[src/rtl/acc_cpu_param.sv]
// acc_cpu_param: parametrised accumulator CPU core.
// Memory lives outside the core behind a request/ready handshake; the core
// holds mem_addr/mem_rd/mem_wr/mem_wdata steady until mem_ready completes the
// request, so any number of wait states can be inserted.
// Instruction word: opcode in the top 4 bits, operand address in the low
// ADDR_W bits. DATA_W must be at least ADDR_W+4 so the two fields never overlap.
// Optional build macro ACC_CPU_SINGLE_STEP_EN adds a step input and a STEP
// wait state after every retired instruction.
//
// state  | meaning
// FETCH  | request M[pc]; on ready load ir and advance pc
// DECODE | execute register/branch ops, dispatch memory ops, catch HLT
// EXEC   | operand read (LDA/ADD/AND/XOR) or write (STA); retire on ready
// HALT   | stopped by HLT, no memory traffic, left only by reset
// STEP   | single-step build: idle until a step pulse, then FETCH
module acc_cpu_param #(
  parameter int DATA_W = 8,
  parameter int ADDR_W = 4
) (
  input  logic              clock,
  input  logic              reset,
`ifdef ACC_CPU_SINGLE_STEP_EN
  input  logic              step,
`endif
  output logic [ADDR_W-1:0] mem_addr,
  output logic              mem_rd,
  output logic              mem_wr,
  output logic [DATA_W-1:0] mem_wdata,
  input  logic [DATA_W-1:0] mem_rdata,
  input  logic              mem_ready,
  output logic [ADDR_W-1:0] pc,
  output logic [DATA_W-1:0] ac,
  output logic [DATA_W-1:0] ir,
  output logic              e_flag,
  output logic              halted,
  output logic              instr_done
);

  typedef enum logic [2:0] {
    FETCH,
    DECODE,
    EXEC,
    HALT,
    STEP
  } state_t;

`ifdef ACC_CPU_SINGLE_STEP_EN
  localparam state_t RETIRE_STATE = STEP;
`else
  localparam state_t RETIRE_STATE = FETCH;
`endif

  localparam logic [3:0] OP_LDA = 4'h1;
  localparam logic [3:0] OP_STA = 4'h2;
  localparam logic [3:0] OP_ADD = 4'h3;
  localparam logic [3:0] OP_AND = 4'h4;
  localparam logic [3:0] OP_XOR = 4'h5;
  localparam logic [3:0] OP_JMP = 4'h6;
  localparam logic [3:0] OP_JZ  = 4'h7;
  localparam logic [3:0] OP_INC = 4'h8;
  localparam logic [3:0] OP_CLA = 4'h9;
  localparam logic [3:0] OP_CMA = 4'hA;
  localparam logic [3:0] OP_HLT = 4'hB;

  state_t            state, state_nxt;
  logic [ADDR_W-1:0] pc_nxt;
  logic [DATA_W-1:0] ac_nxt;
  logic [DATA_W-1:0] ir_nxt;
  logic              e_nxt;
  logic              halted_nxt;
  logic              done_nxt;

  logic [3:0]        opcode;
  logic [ADDR_W-1:0] operand;
  logic [DATA_W:0]   add_sum;

  assign opcode  = ir[DATA_W-1 -: 4];
  assign operand = ir[ADDR_W-1:0];
  assign add_sum = {1'b0, ac} + {1'b0, mem_rdata};

  // State and architectural registers; reset abandons any pending transaction.
  always_ff @(posedge clock) begin
    if (reset) begin
      state      <= FETCH;
      pc         <= '0;
      ac         <= '0;
      ir         <= '0;
      e_flag     <= 1'b0;
      halted     <= 1'b0;
      instr_done <= 1'b0;
    end else begin
      state      <= state_nxt;
      pc         <= pc_nxt;
      ac         <= ac_nxt;
      ir         <= ir_nxt;
      e_flag     <= e_nxt;
      halted     <= halted_nxt;
      instr_done <= done_nxt;
    end
  end

  // Next-state, datapath updates and memory request outputs.
  always_comb begin
    state_nxt  = state;
    pc_nxt     = pc;
    ac_nxt     = ac;
    ir_nxt     = ir;
    e_nxt      = e_flag;
    halted_nxt = halted;
    done_nxt   = 1'b0;
    mem_addr   = pc;
    mem_rd     = 1'b0;
    mem_wr     = 1'b0;
    mem_wdata  = ac;

    case (state)
      FETCH: begin
        mem_rd = 1'b1;
        if (mem_ready) begin
          ir_nxt    = mem_rdata;
          pc_nxt    = pc + ADDR_W'(1);
          state_nxt = DECODE;
        end
      end

      DECODE: begin
        case (opcode)
          OP_LDA, OP_STA, OP_ADD, OP_AND, OP_XOR: begin
            state_nxt = EXEC;
          end
          OP_HLT: begin
            halted_nxt = 1'b1;
            done_nxt   = 1'b1;
            state_nxt  = HALT;
          end
          default: begin
            // NOP and the unassigned opcodes C-F fall through with no effect.
            done_nxt  = 1'b1;
            state_nxt = RETIRE_STATE;
            case (opcode)
              OP_JMP: pc_nxt = operand;
              OP_JZ:  if (ac == '0) pc_nxt = operand;
              OP_INC: ac_nxt = ac + DATA_W'(1);
              OP_CLA: ac_nxt = '0;
              OP_CMA: ac_nxt = ~ac;
              default: ;
            endcase
          end
        endcase
      end

      EXEC: begin
        mem_addr = operand;
        if (opcode == OP_STA) mem_wr = 1'b1;
        else                  mem_rd = 1'b1;
        if (mem_ready) begin
          done_nxt  = 1'b1;
          state_nxt = RETIRE_STATE;
          case (opcode)
            OP_LDA: ac_nxt = mem_rdata;
            OP_ADD: {e_nxt, ac_nxt} = add_sum;
            OP_AND: ac_nxt = ac & mem_rdata;
            OP_XOR: ac_nxt = ac ^ mem_rdata;
            default: ;
          endcase
        end
      end

      HALT: begin
        state_nxt = HALT;
      end

`ifdef ACC_CPU_SINGLE_STEP_EN
      STEP: begin
        if (step) state_nxt = FETCH;
      end
`endif

      default: begin
        state_nxt = FETCH;
      end
    endcase

    // The state register may still hold EXEC during reset; never issue a request then.
    if (reset) begin
      mem_rd = 1'b0;
      mem_wr = 1'b0;
    end
  end

endmodule

[config.mk]
export PLATFORM = sky130hd
export DESIGN_NAME = acc_cpu_param
export DESIGN_NICKNAME = d
export VERILOG_FILES = /design/src/rtl/acc_cpu_param.sv
export SDC_FILE = /design/constraint.sdc
export NUM_CORES = 1
export LEC_CHECK = 0
export BUFFER_PORTS_ARGS = -buffer_cell sky130_fd_sc_hd__buf_4
export CAP_MARGIN = 20
export CORE_MARGIN = 3
export CORE_UTILIZATION = 55
export CTS_CLUSTER_DIAMETER = 50
export DETAILED_ROUTE_END_ITERATION = 10
export PLACE_DENSITY = 0.79
export SLEW_MARGIN = 20
export SYNTH_ARGS = -nofsm -noshare
export SYNTH_HDL_FRONTEND = slang
export SYNTH_SLANG_ARGS = --single-unit
[constraint.sdc]
create_clock -name clock -period 2.69 [get_ports clock]
set_input_delay 0.538 -clock clock [delete_from_list [all_inputs] [get_ports clock]]
set_output_delay 0.538 -clock clock [all_outputs]
set_load 0.02 [all_outputs]
==> key figures, run 1 <==
Hold path
  – Hold crit path type: flip-flop to flip-flop

Cells and area
  – Finished Cell Area: 2670 sq um
  – Commonest non-fill, non-tap cell in the layout: buf_4
  – Final net count: 356
  – Layout cells sized above 1: between 20% and 30%
  – N_diodes: 0
  – Area grow syn2layout: 17.4%
  – Most frequent cells in the layout: buf_4, nand2_1, a21oi_1, dfxtp_1, nor2_1
  – Filler instances: 332
  – Non-filler cells, final: 376

Clock tree
  – CTS resizes: 0
  – Root buffer cell: clkbuf_8
  – CTS Buf Count: 3
  – Clk slew on worst S/H paths: 100 ps
  – Maximum root-to-sink buffer count: 2
  – TritonCTS clock tree: yes
  – Clk_lat worst skew: approximately 280 ps
  – H-tree depth: 1
  – Clock net sink count: 25
  – Post-CTS setup-driven buffer insertion count: 0
  – # hold bufs at CTS: 0

Critical path
  – Worst Path Required: approximately 2200 ps
  – Critical Path Sink Type: output pin
  – Startpoint types: flip-flop
  – Flop2flop setup slack: 410 ps
  – Worst Setup Path Type: flip-flop to output pin
  – Critical path arrival: 1920 ps
  – Peak fanout along the critical path: 15

Logic synthesis
  – Cell Area, Synth: about 2300 sq um
  – FF+latch count, synth: 25
  – Top_reg_cell synth: dfxtp_1
  – Asr flop ratio synth: 0%
  – Post-synthesis instance total: 294
  – Syn Nets: 321
  – EDFF count, synth: 0
  – Register area share after synthesis: 22.0%
  – Synth cell types: 61
  – Yosys warns: 0
  – Synthesized area per cell: 7.73 sq um

Timing
  – Setup TNS: 0 ps
  – Worst Tran Pin Value: 681 ps
  – Final Hold Viols: 0
  – Final Max Slew Viols: 0
  – RSZ-0062 raised after global routing: no
  – Tmin final: 2460 ps
  – Final setup margin: 232 ps
  – Max Clock Freq: about 410 MHz
  – Endpoints failing setup: 0
  – Worst-case clock skew: around 2 ps
  – Fin crit share: 91.4%
  – Slew HR: a little over half

Global routing
  – GRT overflow: 0
  – Initial antenna violation count: 0
  – Vias in the first global route: 2214
  – Gr usage total: between 20% and 30%
  – Largest net degree at the start of global routing: 31
  – First-pass GRT wire length: 10800 um

Floorplanning
  – Core ar.: 3830 sq um
  – Starting Density: 59.4%
  – Die Footprint: 4940 sq um
  – IO Pins: 48
  – Die H: 70.3 um
  – Die Wd: 70.3 um
  – Core Rows: 22

Routing
  – Routed Antenna Nets: 0
  – Drt total wl: 6540 um
  – DR vias: ~2400
  – Initial DRC Count: 192
  – Drt wl/cell: 17.4 um
  – Vias/cell: 6.44
  – DRC: 0
  – Pre-antenna DRT Iters: 4

Placed design
  – Dpl cells: 372
  – Hpwl dp: 4850 um
  – Pre-CTS setup slack: between 200 and 300 ps
  – GP Congestion: 0.895
  – Post-Place Cell Area: approximately 2600 sq um
  – Port buffer count: 47

Pwr
  – Lkg Pwr: 1.13 nW
  – VDD IR max: 0.240 mV
  – PwrDens: 449 nW/um^2

Job
  – Max-cap violations: 0

Run status
  – Outcome: finished, final reports clean
==> layer usage <==
metal / wire length (um) / GRT usage (%) / up-vias
li1: - / - / 1166
met1: 2850 / 36.6 / 1131
met2: 3080 / 42.1 / 115
met3: 533 / 4.03 / 10
met4: 74 / 5.53 / 0
met5: 0 / 0 / -
==> where the power goes <==
part / switching [mW] / internal, mW
clock: 0.137 / 0.105
combinational: 0.286 / 0.209
sequential: 0.0605 / 0.399
==> Yosys cell counts (4+ instances only) <==
cell type  number  area, sq um
a211oi_1        9         67.6
a21o_1          6         45.0
a21oi_1        25          125
a31oi_1         8         50.1
and2_1          4         25.0
and3_1          6         37.5
buf_2           5         25.0
buf_4           8         60.1
clkbuf_1       13         48.8
dfxtp_1        25          500
ha_1           15          188
inv_1          13         48.8
mux2_2          5         56.3
mux2i_1         6         60.1
nand2_1        31          116
nand3_1         5         25.0
nand3b_1        5         37.5
nor2_1         16         60.1
nor2b_1         4         25.0
o211ai_1        4         30.0
o21ai_0         9         45.0
xnor2_1         4         35.0
==> stage by stage <==
| stage | total power [mW] | hold WS, ps | util (%) |
|---|---|---|---|
| 3_5_place_dp | 0.954 | 485 | 68.4 |
| 3_3_place_gp | 0.943 | 455 | 68.4 |
| 2_1_floorplan | 0.794 | 503 | - |
| 5_1_grt | 1.26 | 513 | 69.7 |
| 6_report | 1.20 | 499 | 69.7 |
| 4_1_cts | 1.19 | 499 | 69.7 |
==> area by class of cell <==
cell class	instances	area [sq um]	area share (%)
inverters	15	56.3	2.11
clock buffers	3	41.3	1.55
multi-input cells	228	1580	59.3
clock inverters	1	7.51	0.281
repair buffers	56	420	15.8
flip-flops and latches	25	500	18.8
well taps	48	60.1	2.25
==> path summary, 6_finish.rpt <==
path | to | depth (start not counted) | from
max | mem_addr[3] | 3 | state[1]
min | ir[0] | 2 | ir[0]
max reg2reg | pc[3] | 7 | ac[0]
min reg2reg | ir[0] | 2 | ir[0]
==> logic make-up after synthesis <==
| group | share of synthesized area, % |
|---|---|
| fa+ha+maj | 9.14 |
| buf+inv | 8.37 |
| simple gates | 21.0 |
| mux | 6.11 |
| flops | 22.0 |
| xor+xnor | 2.31 |
| compound gates | 31.0 |
==> worst max-delay path: stages, from the launching register on <==
cell and delay (ps):
dfxtp_1 440, ha_1 640, mux2_2 410, buf_4 160
==> flip-flops by register name (all words and copies together) (netlist names) <==
| signal | count |
|---|---|
| e_flag | 1 |
| instr_done | 1 |
| halted | 1 |
| pc | 4 |
| ir | 8 |
| state | 2 |
| ac | 8 |
No activity file was read; power rests on OpenSTA's default activity.
==> run 2, diff against run 1 <==
==> constraint.sdc (replaced) <==
create_clock -name clock -period 2.69 [get_ports clock]
set_input_delay 0.1345 -clock clock [delete_from_list [all_inputs] [get_ports clock]]
set_output_delay 0.1345 -clock clock [all_outputs]
set_load 0.02 [all_outputs]
==> run 2 against run 1 <==
  * Count of clock-buffer cells in the layout did not move
  * Flip-flop and latch count did not move
  * Clock power rose by 3%
  * Cell area did not move
  * Largest power group unchanged
==> key figures, run 2 (synthesized netlist as in run 1, its figures left out) <==
Critical path
  – Worst Path Required: 2860 ps
  – WP buf/inv: 1
  – CP max stage cell: or4b_1
  – Peak fanout along the critical path: 10
  – Startpoint types: flip-flop
  – Critical Path Sink Type: flip-flop
  – Worst path depth: 7
  – Worst Setup Path Type: flip-flop to flip-flop
  – CP Cell Sequence: inv_1 > ha_1 > or4b_1 > o41ai_2 > a31oi_1 > o311ai_1 > o31ai_1
  – Crit-path max cell delay: 450 ps
  – Crit-path leading delay family: compound AO/OA/AOI/OAI gates
  – Critical path arrival: 2380 ps
  – Cell depth of the worst flop-to-flop path: 7
  – Flop2flop setup slack: just under 500 ps

Clock tree
  – Post-CTS setup-driven buffer insertion count: 0
  – CTS resizes: 0
  – CTS Buf Count: 3
  – Clk_lat worst skew: 280 ps
  – Root buffer cell: clkbuf_8
  – Maximum root-to-sink buffer count: 2
  – TritonCTS clock tree: yes
  – Clock net sink count: 25
  – # hold bufs at CTS: 0
  – Clk slew on worst S/H paths: 100 ps
  – H-tree depth: 1

Routing
  – Vias/cell: 6.69
  – Drt total wl: 6880 um
  – Initial DRC Count: 251
  – Pre-antenna DRT Iters: 5
  – Routed Antenna Nets: 0
  – Drt wl/cell: 18.3 um
  – DR vias: about 2500
  – DRC: 0

Global routing
  – Met2 GRT Util: 43.2%
  – M1 GR Usage: 37.8%
  – GRT met3 Usage: 5.32%
  – Largest net degree at the start of global routing: 31
  – Most Crowded Layer GR: met2
  – GRT overflow: 0
  – First-pass GRT wire length: 11300 um
  – Vias in the first global route: 2270
  – Gr usage total: roughly 28%
  – Initial antenna violation count: 0

Timing
  – Slew HR: 57.3%
  – Fin crit share: 82.1%
  – Worst-case clock skew: 5.68 ps
  – Final Max Slew Viols: 0
  – RSZ-0062 raised after global routing: no
  – Endpoints failing setup: 0
  – Worst Tran Pin Value: between 600 and 700 ps
  – Setup TNS: 0 ps
  – Tmin final: 2210 ps
  – Max Clock Freq: 453 MHz
  – Final Hold Viols: 0

Pwr
  – Total Power: between 1 and 1.5 mW
  – Lkg Pwr: 1.13 nW
  – VDD IR max: ~0.31 mV
  – PwrDens: 453 nW/um^2

Floorplanning
  – Starting Density: 59.4%
  – IO Pins: 48
  – Die Wd: ~70 um
  – Die Footprint: 4940 sq um
  – Core ar.: about 3800 sq um
  – Core Rows: 22
  – Die H: 70.3 um

Cells and area
  – Area of the multi-input gates: 1580 sq um
  – Area grow syn2layout: 17.4%
  – Final net count: roughly 360
  – Filler instances: 346
  – Layout cells sized above 1: around 22%
  – Largest regs: ac (8), ir (8), pc (4)
  – Reg area: between 500 and 600 sq um
  – Most frequent cells in the layout: buf_4, nand2_1, a21oi_1, dfxtp_1, nor2_1
  – N_diodes: 0
  – Commonest non-fill, non-tap cell in the layout: buf_4

Placed design
  – Port buffer count: 47
  – GP Congestion: slightly below 1
  – Hpwl dp: 4910 um

Hold path
  – Worst Hold Depth: 3
  – Hold crit path type: primary input to flip-flop

Job
  – Max-cap violations: 0

Run status
  – Outcome: finished, final reports clean
[run 2: cell counts in the layout (fill, tap and decap cells not counted)]
No cell type changed its count.
[run 2: layer usage]
metal / share of wire [%] / vias to the layer above
li1: - / 1163
met1: 44 / 1172
met2: 45 / 153
met3: 8.2 / 27
met4: 3.4 / 0
met5: 0 / -
[run 2: metrics by stage]
stage	area [sq um]	hold slack [ps]	instances	utilization, %	worst slack, ps
after floorplan	2270	270	294	-	640
after global placement	2620	415	372	68.4	582
after detailed placement	2620	421	372	68.4	548
after CTS	2670	114	376	69.7	516
after global routing	2670	112	376	69.7	353
final	2670	111	376	69.7	483
[run 2: path summary, 6_finish.rpt]
path | endpoint | from
setup / recovery | pc[2] | ac[1]
hold / removal | ir[2] | mem_rdata[2]
setup reg to reg | pc[2] | ac[1]
hold reg to reg | ir[1] | ir[1]
[run 2: worst min-delay path, stage by stage]
cell     delay, ps
buf_4          130
nand2_1         50
a21oi_1         50
[run 2: cell type report]
class,count,share of cell area (%)
Clock buffer,3,1.55
Inverter,15,2.11
Multi-Input combinational cell,228,59.3
Timing Repair Buffer,56,15.8
Tap cell,48,2.25
Sequential cell,25,18.8
Clock inverter,1,0.281
[run 2: report_power, final]
part / internal, mW / leakage, nW / total (mW) / switching (mW)
registers: 0.399 / 0.204 / 0.455 / 0.0560
logic: 0.208 / 0.903 / 0.502 / 0.294
clock network: 0.106 / 0.0217 / 0.251 / 0.146
total: 0.712 / 1.13 / 1.21 / 0.496
